===== config.mk =====
export PLATFORM = sky130hd
export DESIGN_NAME = alu_share_arbiter_flat
export DESIGN_NICKNAME = d
export VERILOG_FILES = /design/src/rtl/alu_share_arbiter_pkg.sv /design/src/rtl/alu_share_arbiter_if.sv /design/src/rtl/alu_share_arbiter_rr_arbiter2.sv /design/src/rtl/alu_share_arbiter.sv /design/src/flat_wrapper.sv
export SDC_FILE = /design/constraint.sdc
export NUM_CORES = 1
export LEC_CHECK = 0
export CAP_MARGIN = 25
export CORE_MARGIN = 2
export CORE_UTILIZATION = 36
export CTS_CLUSTER_SIZE = 8
export DETAILED_ROUTE_END_ITERATION = 8
export PLACE_DENSITY = 0.81
export SETUP_SLACK_MARGIN = 0.4
export SYNTH_ARGS = -nofsm -noshare
export SYNTH_HDL_FRONTEND = slang
export SYNTH_SLANG_ARGS = --single-unit

===== constraint.sdc =====
create_clock -name clk -period 2.12 [get_ports clk]
set_input_delay 0.318 -clock clk [delete_from_list [all_inputs] [get_ports clk]]
set_output_delay 0.318 -clock clk [all_outputs]
set_load 0.01 [all_outputs]

===== src/rtl/alu_share_arbiter_pkg.sv =====
`default_nettype none
// ============================================================================
//  Module   : alu_share_arbiter_pkg
//  Purpose  : Shared types and constants for the ALU sharing arbiter:
//             FSM state encoding, default widths and opcode constants.
//  Ports    : none (package)
//  Revision : 1.0  initial release
// ============================================================================
package alu_share_arbiter_pkg;

    localparam int WL_DEF    = 32;
    localparam int OPW_DEF   = 4;
    // Top opcode bit steers the ALU output mux: 0 = arith unit, 1 = logic unit.
    localparam int LOGIC_SEL = OPW_DEF - 1;

    localparam logic [OPW_DEF-1:0] OP_ADD = 4'h1;
    localparam logic [OPW_DEF-1:0] OP_SUB = 4'h2;
    localparam logic [OPW_DEF-1:0] OP_AND = 4'h9;
    localparam logic [OPW_DEF-1:0] OP_OR  = 4'hA;
    localparam logic [OPW_DEF-1:0] OP_XOR = 4'hB;

    typedef enum logic [1:0] {
        ST_IDLE = 2'd0,
        ST_EXEC = 2'd1,
        ST_RESP = 2'd2
    } state_t;

endpackage
`default_nettype wire


===== src/rtl/alu_share_arbiter_if.sv =====
`default_nettype none
// ============================================================================
//  Module   : alu_share_arbiter_if
//  Purpose  : Bundle of the two requester handshakes, the registered ALU
//             operand bus, the ALU result return and the response channel.
//  Modports : slave  - the arbiter side
//             master - requesters / ALU / response consumer side
//  Revision : 1.0  initial release
// ============================================================================
interface alu_share_arbiter_if #(
    parameter int WL  = 32,
    parameter int OPW = 4
);
    logic           req0_valid;
    logic           req0_ready;
    logic [OPW-1:0] req0_op;
    logic [WL-1:0]  req0_a;
    logic [WL-1:0]  req0_b;

    logic           req1_valid;
    logic           req1_ready;
    logic [OPW-1:0] req1_op;
    logic [WL-1:0]  req1_a;
    logic [WL-1:0]  req1_b;

    logic [OPW-1:0] alu_op;
    logic [WL-1:0]  alu_a;
    logic [WL-1:0]  alu_b;
    logic           alu_sel;
    logic [WL-1:0]  alu_result;

    logic           rsp_valid;
    logic           rsp_id;
    logic [WL-1:0]  rsp_data;
    logic           rsp_ready;

    modport slave (
        input  req0_valid, req0_op, req0_a, req0_b,
        input  req1_valid, req1_op, req1_a, req1_b,
        input  alu_result, rsp_ready,
        output req0_ready, req1_ready,
        output alu_op, alu_a, alu_b, alu_sel,
        output rsp_valid, rsp_id, rsp_data
    );

    modport master (
        output req0_valid, req0_op, req0_a, req0_b,
        output req1_valid, req1_op, req1_a, req1_b,
        output alu_result, rsp_ready,
        input  req0_ready, req1_ready,
        input  alu_op, alu_a, alu_b, alu_sel,
        input  rsp_valid, rsp_id, rsp_data
    );

endinterface
`default_nettype wire


===== src/rtl/alu_share_arbiter_rr_arbiter2.sv =====
`default_nettype none
// ============================================================================
//  Module   : alu_share_arbiter_rr_arbiter2
//  Purpose  : Two-way round-robin grant, purely combinational.
//  Ports    : valid_i[1:0] request lines
//             prio_i       requester that wins a tie
//             grant_o[1:0] one-hot grant (all zero when nobody requests)
//  Revision : 1.0  initial release
// ============================================================================
module alu_share_arbiter_rr_arbiter2 (
    input  wire logic [1:0] valid_i,
    input  wire logic       prio_i,
    output logic      [1:0] grant_o
);

    always_comb begin
        grant_o = valid_i;
        // Only a tie needs arbitration; a lone requester always wins.
        if (&valid_i) begin
            grant_o = prio_i ? 2'b10 : 2'b01;
        end
    end

endmodule
`default_nettype wire


===== src/rtl/alu_share_arbiter.sv =====
`default_nettype none
// ============================================================================
//  Module   : alu_share_arbiter
//  Purpose  : Shares one ALU datapath between two requesters. Round-robin
//             grant, registered operands to the ALU, one-cycle execute, then
//             holds the captured result until the consumer takes it.
//  Ports    : clk  - system clock, rising edge
//             rst  - synchronous active-high reset
//             bus  - alu_share_arbiter_if.slave: req0/req1 handshakes,
//                    alu_op/a/b/sel out, alu_result in, rsp_* channel
//  Revision : 1.0  initial release
// ============================================================================
module alu_share_arbiter
    import alu_share_arbiter_pkg::*;
#(
    parameter int WL  = WL_DEF,
    parameter int OPW = OPW_DEF
) (
    input  wire logic           clk,
    input  wire logic           rst,
    alu_share_arbiter_if.slave  bus
);

    state_t         state_q, state_d;
    logic           prio_q, prio_d;
    logic           id_q, id_d;
    logic [OPW-1:0] alu_op_q, alu_op_d;
    logic [WL-1:0]  alu_a_q, alu_a_d;
    logic [WL-1:0]  alu_b_q, alu_b_d;
    logic           alu_sel_q, alu_sel_d;
    logic           rsp_valid_q, rsp_valid_d;
    logic           rsp_id_q, rsp_id_d;
    logic [WL-1:0]  rsp_data_q, rsp_data_d;

    logic [1:0]     w_grant;
    logic [1:0]     w_ready;
    logic           w_accept;
    logic           w_acc_id;

    alu_share_arbiter_rr_arbiter2 u_rr (
        .valid_i ({bus.req1_valid, bus.req0_valid}),
        .prio_i  (prio_q),
        .grant_o (w_grant)
    );

    // Gating with rst keeps both readys low while reset is being applied,
    // so no requester sees a handshake that the reset then discards.
    assign w_ready  = (state_q == ST_IDLE && !rst) ? w_grant : 2'b00;
    assign w_accept = |w_ready;
    assign w_acc_id = w_ready[1];

    assign bus.req0_ready = w_ready[0];
    assign bus.req1_ready = w_ready[1];
    assign bus.alu_op     = alu_op_q;
    assign bus.alu_a      = alu_a_q;
    assign bus.alu_b      = alu_b_q;
    assign bus.alu_sel    = alu_sel_q;
    assign bus.rsp_valid  = rsp_valid_q;
    assign bus.rsp_id     = rsp_id_q;
    assign bus.rsp_data   = rsp_data_q;

    always_ff @(posedge clk) begin
        if (rst) begin
            state_q     <= ST_IDLE;
            prio_q      <= 1'b0;
            id_q        <= 1'b0;
            alu_op_q    <= '0;
            alu_a_q     <= '0;
            alu_b_q     <= '0;
            alu_sel_q   <= 1'b0;
            rsp_valid_q <= 1'b0;
            rsp_id_q    <= 1'b0;
            rsp_data_q  <= '0;
        end else begin
            state_q     <= state_d;
            prio_q      <= prio_d;
            id_q        <= id_d;
            alu_op_q    <= alu_op_d;
            alu_a_q     <= alu_a_d;
            alu_b_q     <= alu_b_d;
            alu_sel_q   <= alu_sel_d;
            rsp_valid_q <= rsp_valid_d;
            rsp_id_q    <= rsp_id_d;
            rsp_data_q  <= rsp_data_d;
        end
    end

    always_comb begin
        // Everything holds by default; the ALU operands in particular stay
        // put after use instead of being cleared.
        state_d     = state_q;
        prio_d      = prio_q;
        id_d        = id_q;
        alu_op_d    = alu_op_q;
        alu_a_d     = alu_a_q;
        alu_b_d     = alu_b_q;
        alu_sel_d   = alu_sel_q;
        rsp_valid_d = rsp_valid_q;
        rsp_id_d    = rsp_id_q;
        rsp_data_d  = rsp_data_q;

        unique case (state_q)
            ST_IDLE: begin
                if (w_accept) begin
                    alu_op_d  = w_acc_id ? bus.req1_op : bus.req0_op;
                    alu_a_d   = w_acc_id ? bus.req1_a  : bus.req0_a;
                    alu_b_d   = w_acc_id ? bus.req1_b  : bus.req0_b;
                    alu_sel_d = w_acc_id ? bus.req1_op[OPW-1] : bus.req0_op[OPW-1];
                    id_d      = w_acc_id;
                    prio_d    = ~w_acc_id;
                    state_d   = ST_EXEC;
                end
            end
            ST_EXEC: begin
                // alu_result is combinational from the registered operands,
                // so it is settled by the end of this single cycle.
                rsp_data_d  = bus.alu_result;
                rsp_id_d    = id_q;
                rsp_valid_d = 1'b1;
                state_d     = ST_RESP;
            end
            ST_RESP: begin
                if (bus.rsp_ready) begin
                    rsp_valid_d = 1'b0;
                    state_d     = ST_IDLE;
                end
            end
            default: begin
                state_d = ST_IDLE;
            end
        endcase
    end

endmodule
`default_nettype wire


===== src/flat_wrapper.sv =====
// flat-port wrapper written by rule: the top's interface ports become plain ports
module alu_share_arbiter_flat import alu_share_arbiter_pkg::*;
#(
    parameter int WL  = WL_DEF,
    parameter int OPW = OPW_DEF
)
  (clk, rst, bus_req0_valid, bus_req0_op, bus_req0_a, bus_req0_b, bus_req1_valid, bus_req1_op, bus_req1_a, bus_req1_b, bus_alu_result, bus_rsp_ready, bus_req0_ready, bus_req1_ready, bus_alu_op, bus_alu_a, bus_alu_b, bus_alu_sel, bus_rsp_valid, bus_rsp_id, bus_rsp_data);
  alu_share_arbiter_if #(.WL(WL), .OPW(OPW)) bus_i ();
  input  wire logic clk;
  input  wire logic rst;
  input wire logic [$bits(bus_i.req0_valid)-1:0] bus_req0_valid;
  input wire logic [$bits(bus_i.req0_op)-1:0] bus_req0_op;
  input wire logic [$bits(bus_i.req0_a)-1:0] bus_req0_a;
  input wire logic [$bits(bus_i.req0_b)-1:0] bus_req0_b;
  input wire logic [$bits(bus_i.req1_valid)-1:0] bus_req1_valid;
  input wire logic [$bits(bus_i.req1_op)-1:0] bus_req1_op;
  input wire logic [$bits(bus_i.req1_a)-1:0] bus_req1_a;
  input wire logic [$bits(bus_i.req1_b)-1:0] bus_req1_b;
  input wire logic [$bits(bus_i.alu_result)-1:0] bus_alu_result;
  input wire logic [$bits(bus_i.rsp_ready)-1:0] bus_rsp_ready;
  output wire logic [$bits(bus_i.req0_ready)-1:0] bus_req0_ready;
  output wire logic [$bits(bus_i.req1_ready)-1:0] bus_req1_ready;
  output wire logic [$bits(bus_i.alu_op)-1:0] bus_alu_op;
  output wire logic [$bits(bus_i.alu_a)-1:0] bus_alu_a;
  output wire logic [$bits(bus_i.alu_b)-1:0] bus_alu_b;
  output wire logic [$bits(bus_i.alu_sel)-1:0] bus_alu_sel;
  output wire logic [$bits(bus_i.rsp_valid)-1:0] bus_rsp_valid;
  output wire logic [$bits(bus_i.rsp_id)-1:0] bus_rsp_id;
  output wire logic [$bits(bus_i.rsp_data)-1:0] bus_rsp_data;
  assign bus_i.req0_valid = bus_req0_valid;
  assign bus_i.req0_op = bus_req0_op;
  assign bus_i.req0_a = bus_req0_a;
  assign bus_i.req0_b = bus_req0_b;
  assign bus_i.req1_valid = bus_req1_valid;
  assign bus_i.req1_op = bus_req1_op;
  assign bus_i.req1_a = bus_req1_a;
  assign bus_i.req1_b = bus_req1_b;
  assign bus_i.alu_result = bus_alu_result;
  assign bus_i.rsp_ready = bus_rsp_ready;
  assign bus_req0_ready = bus_i.req0_ready;
  assign bus_req1_ready = bus_i.req1_ready;
  assign bus_alu_op = bus_i.alu_op;
  assign bus_alu_a = bus_i.alu_a;
  assign bus_alu_b = bus_i.alu_b;
  assign bus_alu_sel = bus_i.alu_sel;
  assign bus_rsp_valid = bus_i.rsp_valid;
  assign bus_rsp_id = bus_i.rsp_id;
  assign bus_rsp_data = bus_i.rsp_data;
  alu_share_arbiter #(.WL(WL), .OPW(OPW)) u_core (.clk(clk), .rst(rst), .bus(bus_i));
endmodule

==> results of run 1 <==
==> worst min path at each step <==
stage                                  startpoint                 endpoint  slack [ps]
final                      u_core.bus.rsp_data[2]   u_core.bus.rsp_data[2]         460
after global routing            u_core.bus.rsp_id        u_core.bus.rsp_id         470
after CTS                  u_core.bus.rsp_data[2]   u_core.bus.rsp_data[2]         460
after detailed placement   u_core.bus.rsp_data[2]   u_core.bus.rsp_data[2]         450
after global placement    u_core.bus.rsp_data[10]  u_core.bus.rsp_data[10]         440
after floorplan                       u_core.id_q        u_core.bus.rsp_id         430
==> metal layers <==
layer / wire, um / vias to the layer above / share of wire
met2: 6990 / 227 / 0.47
li1: - / 2092 / -
met5: 0 / - / 0
met1: 6010 / 2125 / 0.40
met4: 610 / 0 / 0.041
met3: 1310 / 44 / 0.088
==> cell families (layout without fill, tap and decap cells) <==
| logic type | after synthesis | in the layout | share of synthesized area |
|---|---|---|---|
| simple gates | 150 | 150 | 0.224 |
| compound gates | 107 | 107 | 0.215 |
| flops | 106 | 106 | 0.507 |
| buf+inv | 51 | 308 | 0.0538 |
==> cells in the mapped netlist, types with 2 or more instances <==
cell	count	area (um^2)
or3b_1	2	17.5
buf_4	2	15.0
nor4b_1	69	604
nor2_1	5	18.8
a21oi_1	35	175
clkbuf_1	32	120
nand2_1	67	251
buf_2	15	75.1
dfxtp_1	106	2120
a221o_1	68	681
nor2b_1	2	12.5
==> registers in the layout, indices dropped and copies added, names as in the netlist <==
| name | flops |
|---|---|
| u_core.bus.rsp_data | 32 |
| u_core.bus.alu_b | 32 |
| u_core.state_q | 2 |
| u_core.bus.alu_a | 32 |
| u_core.bus.rsp_id | 1 |
| u_core.prio_q | 1 |
| u_core.bus.rsp_valid | 1 |
| u_core.id_q | 1 |
| u_core.bus.alu_op | 3 |
| u_core.bus.alu_sel | 1 |
==> power groups by stage <==
stage	Sequential (mW)	Combinational (mW)	Clock (mW)
global route	2.31	1.43	1.82
detailed placement	2.33	1.32	0
finish	2.29	1.35	1.71
floorplan	2.41	0.435	0
global placement	2.33	1.30	0
CTS	2.29	1.34	1.73
==> worst max-delay path: stages (launching register included) <==
cell	delay [ps]
dfxtp_2	340
or3b_4	420
a211oi_4	230
buf_6	150
==> layout make-up <==
class                      count  area (um^2)
tap                          143          179
fill                         888         3930
clock inverter                 5         60.1
sequential                   106         2130
multi-input combinational    257         1910
clock buffer                  11          243
timing repair buffer         292         2910
==> repair_timing <==
| item | CTS | global route |
|---|---|---|
| pin swaps | 3 | 1 |
| resized for setup | 20 | 8 |
| gates cloned | 0 | 0 |
| setup buffers | 2 | 0 |
| endpoints found under the setup margin | 70 | 69 |
==> through the flow <==
step                instances  area, um^2
floorplan                 414        4180
global placement          796        7050
detailed placement        796        7050
CTS                       814        7390
global route              814        7440
finish                    814        7440
==> run_results.csv, run 1 <==
group,metric,value,unit
power,pwr-share-clk,0.319,
clock_tree,numCtsBuffers,9,
sta,timing.hold.ws,457,ps
finish,layout_commonest_cell,"clkdlybuf4s50_1",
placement,place_congestion,0.841,
worst_setup_path,r2r_end,"u_core.bus.alu_b[5]",
clock_tree,clk_pin_slew_worst_paths,70,ps
finish,diodes,0,
synthesis,synth_seq_area_share,0.507,
detailed_routing,dr.pass1.iters,5,
clock_tree,cts_max_path_buffers,2,
worst_setup_path,worstRegToRegCells,4,
grt,met1_usage,0.275,
die,coreArea,11400,um^2
sta,rsz0062_at_grt,"yes",
worst_setup_path,cp.required,1800,ps
clock_tree,insertion_delay,340,ps
clock_tree,cts.sinks,106,
die,dieArea,12500,um^2
worst_setup_path,path_class,"reg -> out",
power,p_leak,2.62,nW
finish,drive_gt1_frac,0.0775,
clock_tree,cts-root-buf,"clkbuf_16",
synthesis,synth_cell_type_count,22,
sta,setup-tns-final,0,ps
sta,tightest_slew,617,ps
power,p_total,5.35,mW
run,cap_violations,0,
detailed_routing,ant_nets,0,
synthesis,syn_inst,414,
die,rows,39,
sta,setup_viol,0,
die,die_x,112,um
finish,nets,839,
grt,grt_max_degree,71,
worst_setup_path,crit_path_end,"bus_req0_ready",
sta,fin_crit_sh,0.851,
worst_setup_path,arrival,1490,ps
outcome,status,"completed",
clock_tree,htree_levels,3,
grt,antenna_found_initial,0,
grt,grt_use_met2,0.365,
grt,met3_usage,0.0642,
synthesis,ys_async_sr_fraction,0,
synthesis,synth_area,4180,um^2
worst_setup_path,cp-start-kind,"flop",
sta,slew_headroom,0.588,
min_path,hp-class,"reg -> reg",
power,powerDensity,719,nW/um^2
worst_setup_path,critPathMaxFanout,3,
sta,hold_viol_final,0,
synthesis,synth-edff-count,0,
power,vdd_drop_max,0.475,mV
worst_setup_path,rrSetupSlack,360,ps
synthesis,dominantRegCellSynth,"dfxtp_1",
sta,worst_slack,316,ps
detailed_routing,via_count,4488,
finish,final_cell_mix,"272 x clkdlybuf4s50_1, 104 x dfxtp_1, 68 x a221o_1",
sta,fmax,0.554,GHz
worst_setup_path,endpoint_kind,"output pin",
synthesis,ys_warn_count,0,
synthesis,ys_seq_elements,106,
placement,hpwl,10200,um
sta,skew,4.93,ps
power,pwr-share-comb,0.252,
placement,dp_slack,-262,ps
die,die_h,112,um
grt,grt-busiest-layer,"met2",
grt,grt_pass1_vias,4447,
power,swShare,0.264,
power,power_switching,1.41,mW
finish,post-route-util,0.654,
die,ios,278,
power,seq_power_share,0.429,
clock_tree,cts_tree,"done",
worst_setup_path,critPathLaunch,"u_core.state_q[0]",
finish,syn2layout_area_growth,77.7,%
sta,drv_slew,0,
detailed_routing,wirelength,14900,um
synthesis,synth_nets,587,
detailed_routing,vias_per_cell,5.51,
min_path,holdPathStages,2,
power,p_int,3.94,mW
sta,period_minus_slack,1800,ps
detailed_routing,wl_per_cell,18.3,um
worst_setup_path,r2r_start,"u_core.state_q[1]",
placement,port_buffers,277,
grt,grt-ovfl-total,0,
synthesis,synth.avg_cell_area,10.1,um^2
die,initial_core_util,0.368,
grt,grt_use_total,0.226,
detailed_routing,drt-initial-drc-count,356,
grt,grt_pass1_wl,22900,um
clock_tree,postCtsHoldBufs,0,
detailed_routing,route.detailed.drc,0,
(Power assumes the default switching activity.)
==> run 2: changes to the inputs <==
--- a/config.mk
+++ b/config.mk
@@ -10,6 +10,7 @@
 export CORE_UTILIZATION = 36
 export CTS_CLUSTER_SIZE = 8
 export DETAILED_ROUTE_END_ITERATION = 8
+export HOLD_SLACK_MARGIN = 0.1
 export PLACE_DENSITY = 0.81
 export SETUP_SLACK_MARGIN = 0.4
 export SYNTH_ARGS = -nofsm -noshare
==> results of run 2 <==
Same layout as run 1: the final DEF is identical, and so are final timing and power.
